[config.mk]
export PLATFORM = sky130hd
export DESIGN_NAME = memory_stage
export DESIGN_NICKNAME = d
export VERILOG_FILES = /design/src/rtl/memory_stage.sv
export SDC_FILE = /design/constraint.sdc
export NUM_CORES = 1
export LEC_CHECK = 0
export BUFFER_PORTS_ARGS = -buffer_cell sky130_fd_sc_hd__clkbuf_2
export CAP_MARGIN = 40
export CORE_ASPECT_RATIO = 0.5
export CORE_MARGIN = 5
export CORE_UTILIZATION = 39
export CTS_CLUSTER_DIAMETER = 30
export DETAILED_ROUTE_END_ITERATION = 6
export RECOVER_POWER = 100
export SYNTH_ARGS = -nofsm -noshare
export SYNTH_HDL_FRONTEND = slang
export SYNTH_SLANG_ARGS = --single-unit
[constraint.sdc]
create_clock -name clk -period 3.4 [get_ports clk]
set_clock_uncertainty 0.2 [all_clocks]
set_input_delay 0.17 -clock clk [delete_from_list [all_inputs] [get_ports clk]]
set_output_delay 0.17 -clock clk [all_outputs]
set_load 0.01 [all_outputs]
[src/rtl/memory_stage.sv]
// Memory stage: issues data-memory accesses from execute results and registers the writeback bundle.
// Latency: 1 cycle for non-memory ops and same-cycle completions; stalls until memDone otherwise.
// Backpressure: memStall holds upstream while an access is outstanding or after a fatal timeout/error.
// Build option: define MEM_ALIGN_CHECK_EN to trap odd (misaligned) memory addresses into the ERR state.

module memory_stage (
    input  logic        clk,
    input  logic        rst,           // synchronous, active-low
    // from execute
    input  logic        memEn,
    input  logic        memWrt,
    input  logic        regWrt,
    input  logic        halt,
    input  logic        err,
    input  logic [2:0]  regWrtSrc,
    input  logic [2:0]  writeReg,
    input  logic [15:0] aluOut,
    input  logic [15:0] reg2Data,
    input  logic [15:0] setVal,
    input  logic [15:0] nextPc,
    input  logic [15:0] instr,
    // data memory
    output logic [15:0] memAddr,
    output logic [15:0] memWData,
    output logic        memRd,
    output logic        memWr,
    input  logic [15:0] memRData,
    input  logic        memDone,
    // to writeback
    output logic        regWrtOut,
    output logic [2:0]  regWrtSrcOut,
    output logic [2:0]  writeRegOut,
    output logic [15:0] aluOutOut,
    output logic [15:0] memDataOut,
    output logic [15:0] setValOut,
    output logic [15:0] nextPcOut,
    output logic [15:0] instrOut,
    output logic        haltOut,
    output logic        errOut,
    // to hazard unit
    output logic        memStall
);

    typedef enum logic [1:0] {
        ST_IDLE = 2'd0,
        ST_BUSY = 2'd1,
        ST_ERR  = 2'd2
    } state_t;

    // Instruction fields that travel to writeback unchanged.
    typedef struct packed {
        logic        regWrt;
        logic [2:0]  regWrtSrc;
        logic [2:0]  writeReg;
        logic [15:0] aluOut;
        logic [15:0] setVal;
        logic [15:0] nextPc;
        logic [15:0] instr;
        logic        halt;
        logic        err;
    } fld_t;

    // The memory request itself, held stable while BUSY.
    typedef struct packed {
        logic [15:0] addr;
        logic [15:0] wdata;
        logic        wr;
    } req_t;

    // Number of unanswered BUSY cycles tolerated is 15; the 15th miss moves to ERR.
    localparam logic [3:0] TIMEOUT_LAST = 4'd14;

    state_t      state_q, state_d;
    logic [3:0]  cnt_q, cnt_d;
    req_t        req_q, req_d;
    fld_t        fld_q, fld_d;
    fld_t        wb_q, wb_d;
    logic [15:0] mdata_q, mdata_d;

    fld_t        cur_fld;
    req_t        cur_req;
    logic        misalign;

    assign cur_fld = '{regWrt:    regWrt,
                       regWrtSrc: regWrtSrc,
                       writeReg:  writeReg,
                       aluOut:    aluOut,
                       setVal:    setVal,
                       nextPc:    nextPc,
                       instr:     instr,
                       halt:      halt,
                       err:       err};

    assign cur_req = '{addr: aluOut, wdata: reg2Data, wr: memWrt};

`ifdef MEM_ALIGN_CHECK_EN
    // Word accesses must be even; an odd address is a fatal fault.
    assign misalign = memEn & aluOut[0];
`else
    assign misalign = 1'b0;
`endif

    // State register plus the latched request/fields, counter and writeback registers.
    always_ff @(posedge clk) begin
        if (!rst) begin
            state_q <= ST_IDLE;
            cnt_q   <= 4'd0;
            req_q   <= '0;
            fld_q   <= '0;
            wb_q    <= '0;
            mdata_q <= 16'd0;
        end else begin
            state_q <= state_d;
            cnt_q   <= cnt_d;
            req_q   <= req_d;
            fld_q   <= fld_d;
            wb_q    <= wb_d;
            mdata_q <= mdata_d;
        end
    end

    // Next-state: wait in BUSY for memDone, fall into ERR on timeout or misalignment.
    always_comb begin
        state_d = state_q;
        case (state_q)
            ST_IDLE: begin
                if (memEn) begin
                    if (misalign) begin
                        state_d = ST_ERR;
                    end else if (!memDone) begin
                        state_d = ST_BUSY;
                    end
                end
            end
            ST_BUSY: begin
                if (memDone) begin
                    state_d = ST_IDLE;
                end else if (cnt_q == TIMEOUT_LAST) begin
                    state_d = ST_ERR;
                end
            end
            ST_ERR:  state_d = ST_ERR;
            default: state_d = ST_IDLE;
        endcase
    end

    // Memory-port and stall outputs; all strobes are forced low while reset is asserted.
    always_comb begin
        memRd    = 1'b0;
        memWr    = 1'b0;
        memStall = 1'b0;
        memAddr  = aluOut;
        memWData = reg2Data;
        if (rst) begin
            case (state_q)
                ST_IDLE: begin
                    if (memEn && !misalign) begin
                        memRd    = ~memWrt;
                        memWr    = memWrt;
                        memStall = ~memDone;
                    end else if (memEn) begin
                        memStall = 1'b1;
                    end
                end
                ST_BUSY: begin
                    memAddr  = req_q.addr;
                    memWData = req_q.wdata;
                    memRd    = ~req_q.wr;
                    memWr    = req_q.wr;
                    memStall = ~memDone;
                end
                ST_ERR: begin
                    memAddr  = req_q.addr;
                    memWData = req_q.wdata;
                    memStall = 1'b1;
                end
                default: begin
                    memStall = 1'b0;
                end
            endcase
        end
    end

    // Datapath: latch on issue, count BUSY misses, and load the writeback bundle on completion.
    always_comb begin
        cnt_d   = cnt_q;
        req_d   = req_q;
        fld_d   = fld_q;
        wb_d    = wb_q;
        mdata_d = mdata_q;
        case (state_q)
            ST_IDLE: begin
                if (!memEn) begin
                    // Plain ALU op (a stray memDone here is meaningless and ignored).
                    wb_d = cur_fld;
                end else if (misalign) begin
                    wb_d.regWrt = 1'b0;
                    wb_d.halt   = 1'b1;
                    wb_d.err    = 1'b1;
                end else if (memDone) begin
                    // Same-cycle completion: never enters BUSY.
                    wb_d = cur_fld;
                    if (!memWrt) begin
                        mdata_d = memRData;
                    end
                end else begin
                    req_d       = cur_req;
                    fld_d       = cur_fld;
                    cnt_d       = 4'd0;
                    wb_d.regWrt = 1'b0;
                    wb_d.halt   = 1'b0;
                end
            end
            ST_BUSY: begin
                if (memDone) begin
                    wb_d = fld_q;
                    if (!req_q.wr) begin
                        mdata_d = memRData;
                    end
                end else begin
                    cnt_d       = cnt_q + 4'd1;
                    wb_d.regWrt = 1'b0;
                    wb_d.halt   = 1'b0;
                    if (cnt_q == TIMEOUT_LAST) begin
                        wb_d.halt = 1'b1;
                        wb_d.err  = 1'b1;
                    end
                end
            end
            ST_ERR: begin
                wb_d.regWrt = 1'b0;
                wb_d.halt   = 1'b1;
                wb_d.err    = 1'b1;
            end
            default: begin
                wb_d = wb_q;
            end
        endcase
    end

    assign regWrtOut    = wb_q.regWrt;
    assign regWrtSrcOut = wb_q.regWrtSrc;
    assign writeRegOut  = wb_q.writeReg;
    assign aluOutOut    = wb_q.aluOut;
    assign memDataOut   = mdata_q;
    assign setValOut    = wb_q.setVal;
    assign nextPcOut    = wb_q.nextPc;
    assign instrOut     = wb_q.instr;
    assign haltOut      = wb_q.halt;
    assign errOut       = wb_q.err;

endmodule

# After elaboration in Yosys (flattened, before gate mapping)
# Cells that the tools add are included.
[totals]
ff_bits = 185
inputBits = 110
out_inout_bits = 124
[classes]
muxes = 40
eq_ne = 12
reduce_logical = 10
add_sub_neg = 1
bitwise = 3
[ops]
columns = ["operator", "count"]
rows = [
  ["16-bit two-way mux", 9],
  ["70-bit two-way mux", 2],
  ["70-bit case mux with 2 select lines", 1],
  ["73-bit two-way mux", 1],
  ["16-bit case mux with 2 select lines", 1],
  ["2-bit inequality test (second input constant)", 7],
  ["2-bit two-way mux", 6],
  ["4-bit two-way mux", 3],
  ["2-bit case mux with 3 select lines", 2],
  ["3-bit AND reduction", 4],
  ["1-bit two-way mux", 10],
  ["4-bit case mux with 2 select lines", 1],
  ["3-bit inequality test (second input constant)", 2],
  ["1-bit case mux with 3 select lines", 2],
  ["6-bit AND reduction", 1],
  ["4-bit by 1-bit adder with 4-bit output (second input constant)", 1],
  ["4-bit == test (second input constant)", 1],
  ["1-bit case mux with 2 select lines", 2],
  ["4-bit AND reduction", 1],
  ["1-bit NOT", 3],
  ["3-bit nonzero test", 1],
  ["2-bit by 1-bit == test with 1-bit output (second input constant)", 1],
  ["2-bit == test (second input constant)", 1],
  ["2-bit logical NOT", 1],
  ["other kinds (2)", 2],
]

# Longest topological paths before layout
# Gate-level depths: netlist of the first run.
[logic_depth]
ltp_word = 4
mapped_depth = 10
depth_no_buf = 6

# Worst setup path before layout of the first run
# OpenSTA, ideal clock, no wires.
[synth_path]
kind = "flip-flop to output port"
from = "register state_q[0]"
to = "output port memAddr[10]"
path_buffers = 2
stages_incl_launch_ff = 7
arrival_ns = 1.790
path_slack_ns = 1.240
path_cell_list = "dfxtp_1 inv_1 ha_1 clkbuf_1 nand2_1 buf_1 mux2_2"
[synth_between]
elab_chain_len = 4
word_cells_on_any_way = 5
classes_between = "eq/ne (2); mux (2); reduce/logical (1)"
[synth_lines]
columns = ["item", "line", "source"]
rows = [
  ["start, declared", "73", "state_t state_q, state_d;"],
  ["start signal, assigned", "113", "state_q <= state_d;"],
  ["2-bit == test / 2-bit by 1-bit == test with 1-bit output (equally long branches)", "155", "case (state_q)"],
  ["2-bit OR reduction (no source line) *", "n/a", ""],
  ["16-bit two-way mux *", "155", ""],
  ["16-bit two-way mux *", "154", "if (rst) begin"],
  ["end, declared", "23", "output logic [15:0] memAddr,"],
]
# Every way passes the cells marked *; elsewhere a longest branch is shown, timed or not.

# Final worst setup path of the first run
[layout_path]
from = "register state_q[1]"
to = "output port memWr"
[layout_between]
elab_chain_len = 3
word_cells_on_any_way = 4
classes_between = "eq/ne (1); mux (2); reduce/logical (1)"
[layout_lines]
columns = ["item", "line", "source"]
rows = [
  ["2-bit by 1-bit == test with 1-bit output / 2-bit logical NOT (equally long branches)", "155", ""],
  ["1-bit case mux with 2 select lines *", "155", ""],
  ["1-bit two-way mux *", "154", ""],
  ["end, declared", "26", "output logic memWr,"],
]
# Marks and branches as above.

==> metrics.txt, run 1 <==
status=finished clean; gr ovfl total=0; Worst Hold Depth=3; Netlist Area Pre-Place=7840 um^2; clk buf depth=2; crit end category=output port; Die Ht=110 um; worst slew pin tran=1270 ps; GRT Util Overall=0.187; Leak Pwr=4.18 nW; arrival time worst endpoint=2560 ps; largest net degree at the start of global routing=66; fraction of layout cells with a size suffix above 1=0.161; post-layout util=0.544; Max Cap Viol=0; CP max stage cell=clkbuf_2; startpoint types=flip-flop; row count=36; via count=7215; GP Congestion=0.796; Pre-antenna DRT Iters=4; count of input and output buffers=233; commonest non-fill, non-tap cell in the layout=nand2_1; initial antenna violation count=0; hold path endpoint=regWrtOut; Yosys warnings=0; Synth Net Count=1020; postcts setup bufs=0; H-tree depth=4; async set or reset register ratio after synthesis=0; HPWL Detailed=14200 um; crit-path cells=inv_1 -> ha_1 -> clkbuf_2 -> o211ai_1 -> a21oi_1 -> clkbuf_2; critical path's top delay family=buffers and inverters; r2r endpoint=setValOut[1]; drt drc=0; RSZ-0062 raised after global routing=false; worst path bufs/invs=3; flops & latches, synth=185; Synth cell types=36; Reg2Reg Depth=8; final instance area=10700 um^2; setup_tns=0 ps; Routed WL=21800 um; min-delay src=memDone; Final Hold Viols=0; TritonCTS clock tree=built; later-pin clock latency in the skew report=420 ps; Seq/Total Area, Yosys=0.473; FMAX=0.342 GHz; met3 wire length=965 um; Top Ports=234; Nets=1320; fin crit period=2930 ps; Pwr Total=0.00770 W; CP peak stage delay=910 ps; first-pass GRT wire length=35200 um; Die W=210 um; Post-Place Cell Area=9200 um^2; CTS Root Cell=clkbuf_16; period utilization=0.860; Power Dens Cells=723 nW/um^2; Post-Syn Area per Cell=8.69 um^2; DR top layer=met4; crit-path max FO=34; Final Setup Violations=0; vias per std cell=4.88; Data required, critical path=3030 ps; Fin Hold WS=29.2 ps; Syn Inst Count=902; Routed WL per cell=14.7 um; met2 WL post-DR=10700 um; wl on met1=9750 um; total CTS buffers=17; Post-DRT Antenna Nets=0; worst relative slew slack=0.152; Worst Setup Path Type=reg -> out; launching point of the worst reg2reg path=state_q[1]; worst min path class=in -> reg; die area=23200 um^2; reg-to-reg setup timing slack=500 ps; CP most frequent cell=clkbuf_2; most frequent cells in the layout=nand2_1, dfxtp_1, clkbuf_1, clkbuf_2, dlygate4sd3_1; CTS sink count=185; core box area=19600 um^2; Initial Utilization=0.400; CTS clock-pin slew for the worst setup and hold paths=60 ps; DR iter-0 viols=327; number of global-route vias before repair=7069; antenna cells=0; Final Slew Violations=0; Peak VDD IR=0.328 mV; P&R area growth vs syn=36.0%; Synth Flop Type=dfxtp_1; EDFF count, synth=0
## how the worst max path moves through the flow
stage                               end  cells past startpoint  startpoint  slack, ps
after floorplan             memAddr[10]                      6  state_q[0]       1240
after global placement     setValOut[1]                      8  state_q[1]        860
after detailed placement   setValOut[6]                      8  state_q[1]        780
after CTS                    memAddr[0]                      6  state_q[0]        490
after global routing      aluOutOut[10]                      8  state_q[1]        190
final                             memWr                      6  state_q[1]        470
## layer usage
metal | global-route usage | vias to the layer above
li1 | - | 3680
met1 | 0.228 | 3360
met2 | 0.327 | 141
met3 | 0.0486 | 34
met4 | 0.0633 | 0
met5 | 0 | -
## final cells by class
class	count	area, um^2
clock buffers	24	492
clock inverters	7	91.3
fillers	1867	8940
inverters	7	28.8
multi-input cells	636	3760
flip-flops and latches	185	3700
well taps	266	333
repair buffers	355	2250
## cell usage after synthesis, types with 3 or more instances
master / instances / area (um^2)
a21oi_1: 95 / 475
nand3_1: 4 / 20.0
clkbuf_1: 35 / 131
o21ai_0: 4 / 20.0
nand2_1: 225 / 845
dfxtp_1: 185 / 3700
buf_2: 36 / 180
nand3b_1: 3 / 22.5
ha_1: 8 / 100
mux2_2: 32 / 360
a211oi_1: 70 / 526
mux2i_1: 88 / 881
inv_1: 7 / 26.3
nor2_1: 81 / 304
nand4_1: 4 / 25.0
## sequential cells by signal, indices dropped and copies added, names as in the netlist
register,cells
aluOutOut,16
errOut,1
setValOut,16
cnt_q,4
haltOut,1
instrOut,16
nextPcOut,16
fld_q,73
state_q,2
regWrtSrcOut,3
writeRegOut,3
req_q,17
memDataOut,16
regWrtOut,1
## per-stage QoR
stage	setup WS, ps	instances
after floorplan	1240	902
after global placement	860	1342
after detailed placement	785	1343
after CTS	491	1480
after global routing	188	1480
final	474	1480
## where the power goes
| part | internal (W) | leakage, nW | switching, W | total [W] |
|---|---|---|---|---|
| registers | 0.00263 | 1.52 | 0.000254 | 0.00289 |
| logic | 0.00116 | 2.38 | 0.00168 | 0.00284 |
| clock network | 0.00116 | 0.286 | 0.000816 | 0.00197 |
## tightest hold or removal path, cell delays in order
cell and delay [ps]:
clkbuf_2 210, nand4_1 140, a311oi_1 80
## cells by family (layout without fill, tap and decap cells)
group	Yosys count	in the layout	synth area share
fa+ha+maj	8	8	0.0128
simple gates	326	326	0.165
flops	185	185	0.473
buf+inv	81	393	0.0471
mux	120	120	0.158
compound gates	180	180	0.142
xor+xnor	2	2	0.00224
## timing repair
action | in CTS | in global routing
endpoints found under the setup margin | 0 | 0
resized for setup | 0 | 0
hold buffers | 106 | 0
endpoints found under the hold margin | 178 | 0
(Power assumes the default switching activity.)
==> run 2: changes to the inputs <==
Settings changed: ABC_AREA from default to 1.
==> metrics.txt, run 2 <==
initial antenna violation count=0 (unchanged); Post-Syn Area per Cell=7.13 um^2 (was 8.69 um^2); worst relative slew slack=0.0338 (was 0.152); async set or reset register ratio after synthesis=0 (unchanged); max FFs per register=73 (unchanged); CTS Root Cell=clkbuf_16 (unchanged); Leak Pwr=4.70 nW (was 4.18 nW); count of input and output buffers=233 (unchanged); reg-to-reg setup timing slack=320 ps (was 500 ps); EDFF count, synth=0 (unchanged); Routed WL=22000 um (was 21800 um); GRT Util Overall=0.183 (was 0.187); vias per std cell=4.65 (was 4.88); Nets=1562 (was 1320); Reg with most FFs=fld_q (unchanged); clock power share=0.225 (was 0.256); gr ovfl total=0 (unchanged); Multi-input gate area=3260 um^2 (was 3760 um^2); fin crit period=3080 ps (was 2930 ps); DR top layer=met4 (unchanged); crit end category=flip-flop (was output port); Data required, critical path=3570 ps (was 3030 ps); worst slew pin tran=1450 ps (was 1270 ps); later-pin clock latency in the skew report=430 ps (was 420 ps); CTS sink count=185 (unchanged); top-count cell post-synth=o21ai_0 (was nand2_1); area leader, netlist=dfxtp_1 (unchanged); Max Cap Viol=0 (unchanged); startpoint types=flip-flop (unchanged); DR iter-0 viols=376 (was 327); Syn Inst Count=1136 (was 902); Synth Flop Type=dfxtp_1 (unchanged); period utilization=0.906 (was 0.860); Yosys warnings=0 (unchanged); fraction of layout cells with a size suffix above 1=0.112 (was 0.161); Final Setup Violations=0 (unchanged); clk buf depth=2 (unchanged); Top Ports=234 (unchanged); Post-Place Cell Area=9280 um^2 (was 9200 um^2); largest registers=fld_q (73), req_q (17) (unchanged); Peak VDD IR=0.365 mV (was 0.328 mV); Comb power frac=0.398 (was 0.369); Final Hold Viols=0 (unchanged); Post-synth top cells=o21ai_0, nand2_1, dfxtp_1 (was nand2_1, dfxtp_1, a21oi_1); Pre-antenna DRT Iters=4 (unchanged); HPWL Detailed=14500 um (was 14200 um); wl on met1=9950 um (was 9750 um); CP Launch Point=state_q[0] (was state_q[1]); die area=23900 um^2 (was 23200 um^2); Netlist Area Pre-Place=8100 um^2 (was 7840 um^2); most frequent cells in the layout=o21ai_0, nand2_1, dfxtp_1, inv_1, a21oi_1 (was nand2_1, dfxtp_1, clkbuf_1, clkbuf_2, dlygate4sd3_1); setup_tns=0 ps (unchanged); number of global-route vias before repair=7641 (was 7069); register area=3700 um^2 (unchanged); Worst Setup Path Type=reg -> reg (was reg -> out); crit-path max FO=57 (was 34); Die W=214 um (was 210 um); status=finished clean (unchanged); TritonCTS clock tree=built (unchanged); launching point of the worst reg2reg path=state_q[0] (was state_q[1]); Synth top area share=0.457 (was 0.473); Synth area leaders=dfxtp_1, o21ai_0, a21oi_1 (was dfxtp_1, mux2i_1, nand2_1); Reg2Reg Depth=8 (unchanged); sw frac=0.404 (was 0.357); r2r endpoint=fld_q[18] (was setValOut[1]); post-layout util=0.534 (was 0.544); Synth cell types=26 (was 36); Seq pwr share=0.377 (was 0.375); Critical Path Sink=fld_q[18] (was memWr); worst min path class=in -> reg (unchanged); CTS clock-pin slew for the worst setup and hold paths=70 ps (was 60 ps); Synth Net Count=1254 (was 1020); Routed WL per cell=12.7 um (was 14.7 um); GP Congestion=0.780 (was 0.796); H-tree depth=4 (unchanged); drt drc=0 (unchanged); FMAX=0.325 GHz (was 0.342 GHz); min-delay src=memDone (unchanged); RSZ-0062 raised after global routing=false (unchanged); internal power=0.00505 W (was 0.00495 W); Die Ht=112 um (was 110 um); largest net degree at the start of global routing=84 (was 66); met2 WL post-DR=10700 um (about the same); P&R area growth vs syn=34.7% (was 36.0%); Seq/Total Area, Yosys=0.457 (was 0.473); Power Dens Cells=776 nW/um^2 (was 723 nW/um^2); Post-DRT Antenna Nets=0 (unchanged); commonest non-fill, non-tap cell in the layout=o21ai_0 (was nand2_1); row count=37 (was 36); postcts setup bufs=0 (unchanged); met3 wire length=871 um (was 965 um); Initial Utilization=0.396 (was 0.400); core box area=20500 um^2 (was 19600 um^2); Final Slew Violations=0 (unchanged); via count=8036 (was 7215); arrival time worst endpoint=3250 ps (was 2560 ps); final instance area=10900 um^2 (was 10700 um^2); first-pass GRT wire length=36400 um (was 35200 um); total CTS buffers=17 (unchanged); Psw=0.00343 W (was 0.00275 W); flops & latches, synth=185 (unchanged); number of fillers in the final layout=2089 (was 1867)
run 2: cell count changes after synthesis, sizes merged, moves of 7 or more:
cell	previous run	this run
inv	7	185
nor2	81	42
nand2	225	194
mux2i	88	0
clkbuf	35	44
mux2	32	0
nand3	4	11
a211oi	70	0
o21ai	4	252
a21oi	95	170
run 2: layer usage:
metal / vias to the layer above / global-route usage
met1: 3624 / 0.224
met2: 133 / 0.317
li1: 4242 / -
met3: 37 / 0.0352
met4: 0 / 0.0754
met5: - / 0
run 2: logic make-up (layout without fill, tap and decap cells):
logic type	count (synthesis)	in the layout	share of synthesized area
XOR/XNOR	1	1	0.00108
AO/OA/AOI/OAI	426	426	0.265
buffers and inverters	265	585	0.141
flip-flops	185	185	0.457
other	0	1	0
AND/OR/NAND/NOR	251	251	0.124
adder cells (fa/ha/maj)	8	8	0.0124
run 2: power groups by stage:
stage | logic [W] | registers [W] | clock network, W
6_report | 0.00337 | 0.00319 | 0.00191
5_1_grt | 0.00388 | 0.00327 | 0.00205
4_1_cts | 0.00360 | 0.00320 | 0.00197
3_5_place_dp | 0.00346 | 0.00325 | 0
3_3_place_gp | 0.00338 | 0.00322 | 0
2_1_floorplan | 0.00227 | 0.00342 | 0
run 2: cell type report:
| type | count | area share |
|---|---|---|
| inverter | 185 | 0.0636 |
| clock inverter | 11 | 0.00871 |
| tap | 273 | 0.0313 |
| multi-input combinational | 686 | 0.299 |
| timing repair buffer | 369 | 0.216 |
| antenna | 1 | 0.000229 |
| clock buffer | 20 | 0.0428 |
| sequential | 185 | 0.339 |
run 2: metrics by stage:
stage	setup WS (ps)	total power, W	hold slack, ps	cells
6_report	320	0.00847	49.3	1730
5_1_grt	112	0.00920	53.8	1729
4_1_cts	209	0.00878	16.9	1729
3_5_place_dp	760	0.00671	227	1573
3_3_place_gp	852	0.00660	224	1572
2_1_floorplan	1500	0.00568	114	1136
run 2: worst max-delay path, cell delays in order (launching register included):
cell and delay [ps]:
dfxtp_1 390, inv_1 110, ha_1 310, nand3_4 380, buf_6 380, buf_4 360, o21ai_0 130, dlygate4sd3_1 590
a21oi_1 110
run 2: how the worst min path moves through the flow:
stage                           end  slack, ps  cells after the start
after CTS                   haltOut         20                      6
after floorplan            fld_q[2]        110                      2
after global routing        haltOut         50                      6
after global placement    fld_q[72]        220                      3
final                       haltOut         50                      6
after detailed placement   fld_q[2]        230                      3
run 2: what timing repair did:
action	in CTS	in global routing
hold endpoints to repair	179	0
endpoints found under the setup margin	0	7
hold buffers	125	0
gates resized for setup	0	1
